**config.mk**
```make
export PLATFORM = sky130hd
export DESIGN_NAME = hilo_mdu_flat
export DESIGN_NICKNAME = d
export VERILOG_FILES = /design/src/rtl/hilo_mdu_if.sv /design/src/rtl/hilo_mdu.sv /design/src/flat_wrapper.sv
export SDC_FILE = /design/constraint.sdc
export NUM_CORES = 2
export LEC_CHECK = 0
export BUFFER_PORTS_ARGS = -buffer_cell sky130_fd_sc_hd__clkbuf_2
export CELL_PAD_IN_SITES_DETAIL_PLACEMENT = 0
export CELL_PAD_IN_SITES_GLOBAL_PLACEMENT = 1
export CORE_ASPECT_RATIO = 1.4
export CORE_MARGIN = 4
export CORE_UTILIZATION = 51
export CTS_CLUSTER_DIAMETER = 120
export DETAILED_ROUTE_END_ITERATION = 8
export GPL_TIMING_DRIVEN = 0
export PLACE_DENSITY_LB_ADDON = 0.1
export SETUP_SLACK_MARGIN = 0.2
export SLEW_MARGIN = 10
export SYNTH_ARGS = -nofsm -noshare
export SYNTH_HDL_FRONTEND = slang
export SYNTH_SLANG_ARGS = --single-unit
```
**constraint.sdc**
```tcl
create_clock -name clock -period 11.6 [get_ports clock]
set_input_delay 0.58 -clock clock [delete_from_list [all_inputs] [get_ports clock]]
set_output_delay 0.58 -clock clock [all_outputs]
set_load 0.02 [all_outputs]
```
**src/rtl/hilo_mdu_if.sv**
```systemverilog
// Issue, MTHI/MTLO and readback signals of the HI/LO multiply-divide unit.
// master drives operations and register writes; slave is the unit itself.
interface hilo_mdu_if #(
  parameter int DATA_W = 32
);
  logic              start;
  logic [1:0]        op;
  logic [DATA_W-1:0] src_a;
  logic [DATA_W-1:0] src_b;
  logic              flush;
  logic              write_hi;
  logic              write_lo;
  logic [DATA_W-1:0] hi_data_in;
  logic [DATA_W-1:0] lo_data_in;
  logic              read_hi;
  logic [DATA_W-1:0] hilo_data_out;
  logic              busy;
  logic              done;

  modport master (
    output start, op, src_a, src_b, flush,
    output write_hi, write_lo, hi_data_in, lo_data_in, read_hi,
    input  hilo_data_out, busy, done
  );

  modport slave (
    input  start, op, src_a, src_b, flush,
    input  write_hi, write_lo, hi_data_in, lo_data_in, read_hi,
    output hilo_data_out, busy, done
  );
endinterface

```
**src/rtl/hilo_mdu.sv**
```systemverilog
// HI/LO multiply-divide unit: multiply result lands 2 cycles after start, divide DATA_W+2.
// No backpressure: start is dropped while busy; flush aborts without touching HI/LO.
module hilo_mdu #(
  parameter int DATA_W = 32,
  parameter int CNT_W  = 6
) (
  input logic       clock,
  input logic       reset,
  hilo_mdu_if.slave bus
);

  localparam logic [1:0] S_IDLE = 2'd0;
  localparam logic [1:0] S_MUL  = 2'd1;
  localparam logic [1:0] S_DIV  = 2'd2;
  localparam logic [1:0] S_DONE = 2'd3;

  localparam logic [CNT_W-1:0] LAST_CNT = CNT_W'(DATA_W);

  logic [1:0]        r_state;
  logic [1:0]        r_op;
  logic [DATA_W-1:0] r_a;
  logic [DATA_W-1:0] r_b;
  logic [DATA_W-1:0] r_rem;
  logic [DATA_W-1:0] r_quo;
  logic [CNT_W-1:0]  r_cnt;
  logic [DATA_W-1:0] r_hi;
  logic [DATA_W-1:0] r_lo;

  // op[0]=0 selects the signed flavour for both MULT and DIV
  logic w_a_neg;
  logic w_b_neg;
  assign w_a_neg = ~r_op[0] & r_a[DATA_W-1];
  assign w_b_neg = ~r_op[0] & r_b[DATA_W-1];

  logic [DATA_W-1:0] w_a_mag;
  logic [DATA_W-1:0] w_b_mag;
  assign w_a_mag = w_a_neg ? -r_a : r_a;
  assign w_b_mag = w_b_neg ? -r_b : r_b;

  // Extending to 2*DATA_W makes one multiplier serve both signed and unsigned
  logic [2*DATA_W-1:0] w_mul_a;
  logic [2*DATA_W-1:0] w_mul_b;
  logic [2*DATA_W-1:0] w_prod;
  assign w_mul_a = {{DATA_W{w_a_neg}}, r_a};
  assign w_mul_b = {{DATA_W{w_b_neg}}, r_b};
  assign w_prod  = w_mul_a * w_mul_b;

  logic [DATA_W:0]   w_shift;
  logic              w_ge;
  logic [DATA_W-1:0] w_sub;
  assign w_shift = {r_rem, r_quo[DATA_W-1]};
  assign w_ge    = w_shift >= {1'b0, w_b_mag};
  // When the subtract succeeds the difference is below |b|, so DATA_W bits suffice
  assign w_sub   = w_shift[DATA_W-1:0] - w_b_mag;

  logic [DATA_W-1:0] w_res_hi;
  logic [DATA_W-1:0] w_res_lo;
  always_comb begin
    w_res_hi = r_rem;
    w_res_lo = r_quo;
    if (r_op[1]) begin
      if (r_b == '0) begin
        w_res_hi = r_a;
        w_res_lo = '1;
      end else begin
        w_res_hi = w_a_neg ? -r_rem : r_rem;
        w_res_lo = (w_a_neg ^ w_b_neg) ? -r_quo : r_quo;
      end
    end
  end

  logic w_commit;
  assign w_commit = (r_state == S_DONE) && !bus.flush;

  always_ff @(posedge clock) begin
    if (reset) begin
      r_state <= S_IDLE;
      r_op    <= '0;
      r_a     <= '0;
      r_b     <= '0;
      r_rem   <= '0;
      r_quo   <= '0;
      r_cnt   <= '0;
    end else begin
      case (r_state)
        S_IDLE: begin
          if (bus.start) begin
            r_op    <= bus.op;
            r_a     <= bus.src_a;
            r_b     <= bus.src_b;
            r_cnt   <= '0;
            r_state <= bus.op[1] ? S_DIV : S_MUL;
          end
        end
        S_MUL: begin
          {r_rem, r_quo} <= w_prod;
          r_state        <= S_DONE;
        end
        S_DIV: begin
          // First DIV cycle loads the magnitudes, the next DATA_W cycles each retire a quotient bit
          if (r_cnt == '0) begin
            r_rem <= '0;
            r_quo <= w_a_mag;
          end else begin
            r_rem <= w_ge ? w_sub : w_shift[DATA_W-1:0];
            r_quo <= {r_quo[DATA_W-2:0], w_ge};
          end
          if (r_cnt == LAST_CNT) begin
            r_state <= S_DONE;
          end
          r_cnt <= r_cnt + CNT_W'(1);
        end
        S_DONE: begin
          r_state <= S_IDLE;
        end
        default: begin
          r_state <= S_IDLE;
        end
      endcase
      if (bus.flush) begin
        r_state <= S_IDLE;
      end
    end
  end

  always_ff @(posedge clock) begin
    if (reset) begin
      r_hi <= '0;
      r_lo <= '0;
    end else begin
      if (bus.write_hi) begin
        r_hi <= bus.hi_data_in;
      end else if (w_commit) begin
        r_hi <= w_res_hi;
      end
      if (bus.write_lo) begin
        r_lo <= bus.lo_data_in;
      end else if (w_commit) begin
        r_lo <= w_res_lo;
      end
    end
  end

  assign bus.busy          = !reset && (r_state != S_IDLE);
  assign bus.done          = !reset && w_commit;
  assign bus.hilo_data_out = reset ? '0 : (bus.read_hi ? r_hi : r_lo);

endmodule

```
**src/flat_wrapper.sv**
```systemverilog
// flat-port wrapper written by rule: the top's interface ports become plain ports
module hilo_mdu_flat 
#(
  parameter int DATA_W = 32,
  parameter int CNT_W  = 6
)
  (clock, reset, bus_start, bus_op, bus_src_a, bus_src_b, bus_flush, bus_write_hi, bus_write_lo, bus_hi_data_in, bus_lo_data_in, bus_read_hi, bus_hilo_data_out, bus_busy, bus_done);
  hilo_mdu_if #(.DATA_W(DATA_W)) bus_i ();
  input logic clock;
  input logic reset;
  input wire logic [$bits(bus_i.start)-1:0] bus_start;
  input wire logic [$bits(bus_i.op)-1:0] bus_op;
  input wire logic [$bits(bus_i.src_a)-1:0] bus_src_a;
  input wire logic [$bits(bus_i.src_b)-1:0] bus_src_b;
  input wire logic [$bits(bus_i.flush)-1:0] bus_flush;
  input wire logic [$bits(bus_i.write_hi)-1:0] bus_write_hi;
  input wire logic [$bits(bus_i.write_lo)-1:0] bus_write_lo;
  input wire logic [$bits(bus_i.hi_data_in)-1:0] bus_hi_data_in;
  input wire logic [$bits(bus_i.lo_data_in)-1:0] bus_lo_data_in;
  input wire logic [$bits(bus_i.read_hi)-1:0] bus_read_hi;
  output wire logic [$bits(bus_i.hilo_data_out)-1:0] bus_hilo_data_out;
  output wire logic [$bits(bus_i.busy)-1:0] bus_busy;
  output wire logic [$bits(bus_i.done)-1:0] bus_done;
  assign bus_i.start = bus_start;
  assign bus_i.op = bus_op;
  assign bus_i.src_a = bus_src_a;
  assign bus_i.src_b = bus_src_b;
  assign bus_i.flush = bus_flush;
  assign bus_i.write_hi = bus_write_hi;
  assign bus_i.write_lo = bus_write_lo;
  assign bus_i.hi_data_in = bus_hi_data_in;
  assign bus_i.lo_data_in = bus_lo_data_in;
  assign bus_i.read_hi = bus_read_hi;
  assign bus_hilo_data_out = bus_i.hilo_data_out;
  assign bus_busy = bus_i.busy;
  assign bus_done = bus_i.done;
  hilo_mdu #(.DATA_W(DATA_W), .CNT_W(CNT_W)) u_core (.clock(clock), .reset(reset), .bus(bus_i));
endmodule
```
==> impl_metrics.csv <==
group,metric,value,unit
power_and_ir_drop,vdd_ir_drop_max,0.000107,V
setup_path,startpoint_type,"register",
cells_and_area,multi_input_area,42400,sq um
sta,fmax,91.0,MHz
drt,vias,46500,
drt,drt_iter0_drc,4010,
drt,dr.pass1.iters,6,
cts,cts_tree,"done",
setup_path,path_buf_inv,11,
run_status,status,"complete, no violations",
sta,fin_crit,10.99,ns
cells_and_area,syn_to_final_growth,6.42,%
floorplan,core,102000,sq um
sta,slew_headroom,3.69,%
job,drv_cap,0,
placement,dp_hpwl,197000,um
floorplan,dieWidth,279,um
grt,grt_pass1_wl,336000,um
synthesis,synth_top_family_by_area,"adder cells",
sta,post-route-period-util,94.7,%
cts,clkLatencyLatePin,0.57,ns
synthesis,syn_avg_cell_area,8.43,sq um
synthesis,synth.cell_area,52400,sq um
floorplan,num_rows,138,
cts,cts_max_path_buffers,3,
drt,drc,0,
grt,antenna_found_initial,27,
synthesis,synth-xor-area-share,2.96,%
grt,grt-ovfl-total,0,
cts,cts_buffers,21,
sta,final-hold-violation-count,0,
grt,grtUsageTotal,43.7,%
floorplan,start_util,51.6,%
synthesis,synthMuxAreaShare,1.25,%
drt,wirelength,238000,um
synthesis,yosys.area_share.simple,17.8,%
drt,wl_per_cell,30.6,um
cts,ctsHtreeMaxLevel,1,
synthesis,synth_compound_area_share,9.92,%
grt,grt_pass1_vias,48000,
sta,finalSetupViolCount,0,
sta,rsz0062_at_grt,"false",
setup_path,critPathSlowestCell,"fa_2",
drt,ant_nets,0,
floorplan,die_y,387,um
synthesis,yosys.area.top_type,"fa_1",
synthesis,synth-edff-count,0,
power_and_ir_drop,p_leak,26.0,nW
setup_path,max_stage_delay,0.82,ns
floorplan,ios,171,
cts,clk_pin_slew_worst_paths,0.07,ns
drt,viasPerCell,5.98,
synthesis,ys.flop_type,"dfxtp_1",
placement,place.port_buffers,169,
floorplan,dieArea,108000,sq um
setup_path,critical_path.endpoint_type,"register",
cts,cts-root-buf,"clkbuf_16",
cells_and_area,postLayoutCoreUtil,54.9,%
cells_and_area,seq_area,4040,sq um
placement,gp_congestion,1.08,
synthesis,synth.distinct_cells,92,
synthesis,synth.ff_latch_count,202,
power_and_ir_drop,p_per_area,105,nW/um^2
sta,fin_skew,0.0434,ns
synthesis,synth_top_area_share,43.1,%
sta,slew_viol_final,0,
synthesis,synthAdderAreaFrac,49.1,%
grt,grt_max_degree,25,
hold_path,hp-class,"in2reg",
synthesis,synthCells,6209,
synthesis,yosysWarnings,0,
setup_path,critical_path.top_delay_family,"adder cells",
synthesis,synth_area_leaders,"fa_1, inv_1, dfxtp_1",
setup_path,worstSetupPathType,"reg2reg",
synthesis,ys_seq_area_share,7.72,%
synthesis,syn_nets,7725,
setup_path,ff2ff_setup_slack,0.61,ns
sta,worstMarginPinSlew,1.44,ns
setup_path,critPathMaxFanout,10,
setup_path,arrival,11.40,ns
sta,setup-tns-final,0,ns
setup_path,cp.required,12.02,ns
power_and_ir_drop,power,5.85,mW
cts,clkSinkCount,202,
cells_and_area,nFillCells,9980,
cells_and_area,drive_gt1_share,4.57,%
cells_and_area,layout.nets,7922,
synthesis,async_reset_ff_share,0,%
[metrics by stage]
step / cells / instance area (sq um) / worst slack, ns / hold slack (ns)
final: 7772 / 55700 / 0.614 / 0.213
after global routing: 7752 / 55700 / 0.244 / 0.239
after CTS: 7743 / 55600 / 0.226 / 0.206
after detailed placement: 7709 / 54900 / -1.05 / 0.513
after global placement: 7708 / 54900 / -0.941 / 0.500
after floorplan: 6209 / 52400 / 3.03 / 0.478
[worst reg2reg max path: cells and delay by family, from the launching register on]
| family | cells | cell delay (ns) |
|---|---|---|
| buf+inv | 11 | 2.72 |
| flops | 1 | 0.33 |
| fa+ha+maj | 9 | 4.68 |
| xor+xnor | 1 | 0.21 |
| simple gates | 6 | 1.30 |
| compound gates | 5 | 1.63 |
[cell families (layout without fill, tap and decap cells)]
logic type      count (synthesis)  after routing
compound gates                811            811
xor+xnor                      177            177
fa+ha+maj                    1379           1379
buf+inv                      1565           1773
flops                         202            202
mux                            64             64
other cells                     0             25
simple gates                 2011           2011
[synthesized netlist by cell type (35+ instances only)]
cell type     n
inv_1      1141
fa_1       1126
nand2_1     981
and2_1      378
nor2_1      360
clkbuf_1    331
a21oi_1     267
ha_1        253
dfxtp_1     202
o21ai_0     151
xnor2_1     111
buf_1        78
a211oi_1     73
nor3_1       67
xor2_1       66
mux2i_1      51
a21o_1       50
o31ai_1      37
nand3_1      35
[cells in the final DEF, fill, tap and decap left out, drive strengths merged, types with 10 or more instances in the layout]
master,n
nor3b,10
and3,22
or3,15
nand3,35
clkbuf,524
nand2,982
a31oi,26
a211oi,73
o31ai,38
dfxtp,202
diode,25
nor3,69
a21boi,11
and2,378
xor2,66
a21o,50
nand2b,21
a21oi,268
inv,1143
o211ai,31
nor4,24
o21ai,154
o41ai,12
mux2i,51
a311oi,24
nand4,19
mux2,13
buf,97
fa,1126
ha,253
xnor2,111
or4,17
o21a,14
nor2,360
a22oi,11
nor2b,21
a221oi,24
[final timing paths]
| check | startpoint | to | depth (start not counted) |
|---|---|---|---|
| max | u_core.r_a[31] | u_core.r_rem[22] | 32 |
| min | bus_hi_data_in[24] | u_core.r_hi[24] | 3 |
| max reg2reg | u_core.r_a[31] | u_core.r_rem[22] | 32 |
| min reg2reg | u_core.r_cnt[5] | u_core.r_cnt[5] | 2 |
[report_power, final]
group	total, mW	internal (mW)	switching [mW]
clock network	0.721	0.384	0.337
registers	0.864	0.755	0.109
logic	4.26	1.44	2.82
total	5.85	2.58	3.26
[repair_timing]
action                                  4_1_cts  5_1_grt
endpoints found under the setup margin       12       13
setup buffers                                 0        3
hold buffers                                  0        0
resized for setup                             8       10
[flip-flops by register name (all words and copies together), names as in the netlist, 6 cells and up]
name          count
u_core.r_lo      32
u_core.r_rem     32
u_core.r_b       32
u_core.r_hi      32
u_core.r_a       32
u_core.r_cnt      6
u_core.r_quo     32
[final cells by class]
class / instances / area share (%)
inverters: 1143 / 7.71
clock inverters: 8 / 0.175
clock buffers: 26 / 0.995
repair buffers: 175 / 1.65
diodes: 25 / 0.112
multi-input cells: 4442 / 76.2
flip-flops and latches: 202 / 7.26
well taps: 1330 / 2.99
plain buffers: 421 / 2.96
[metal layers]
layer / GRT usage [%] / share of wire (%)
met5: 0.0450 / 0.034
met4: 42.0 / 13
met3: 9.45 / 8.4
met2: 72.0 / 47
met1: 45.8 / 32
Note: power is estimated with default switching activity, not from simulation.
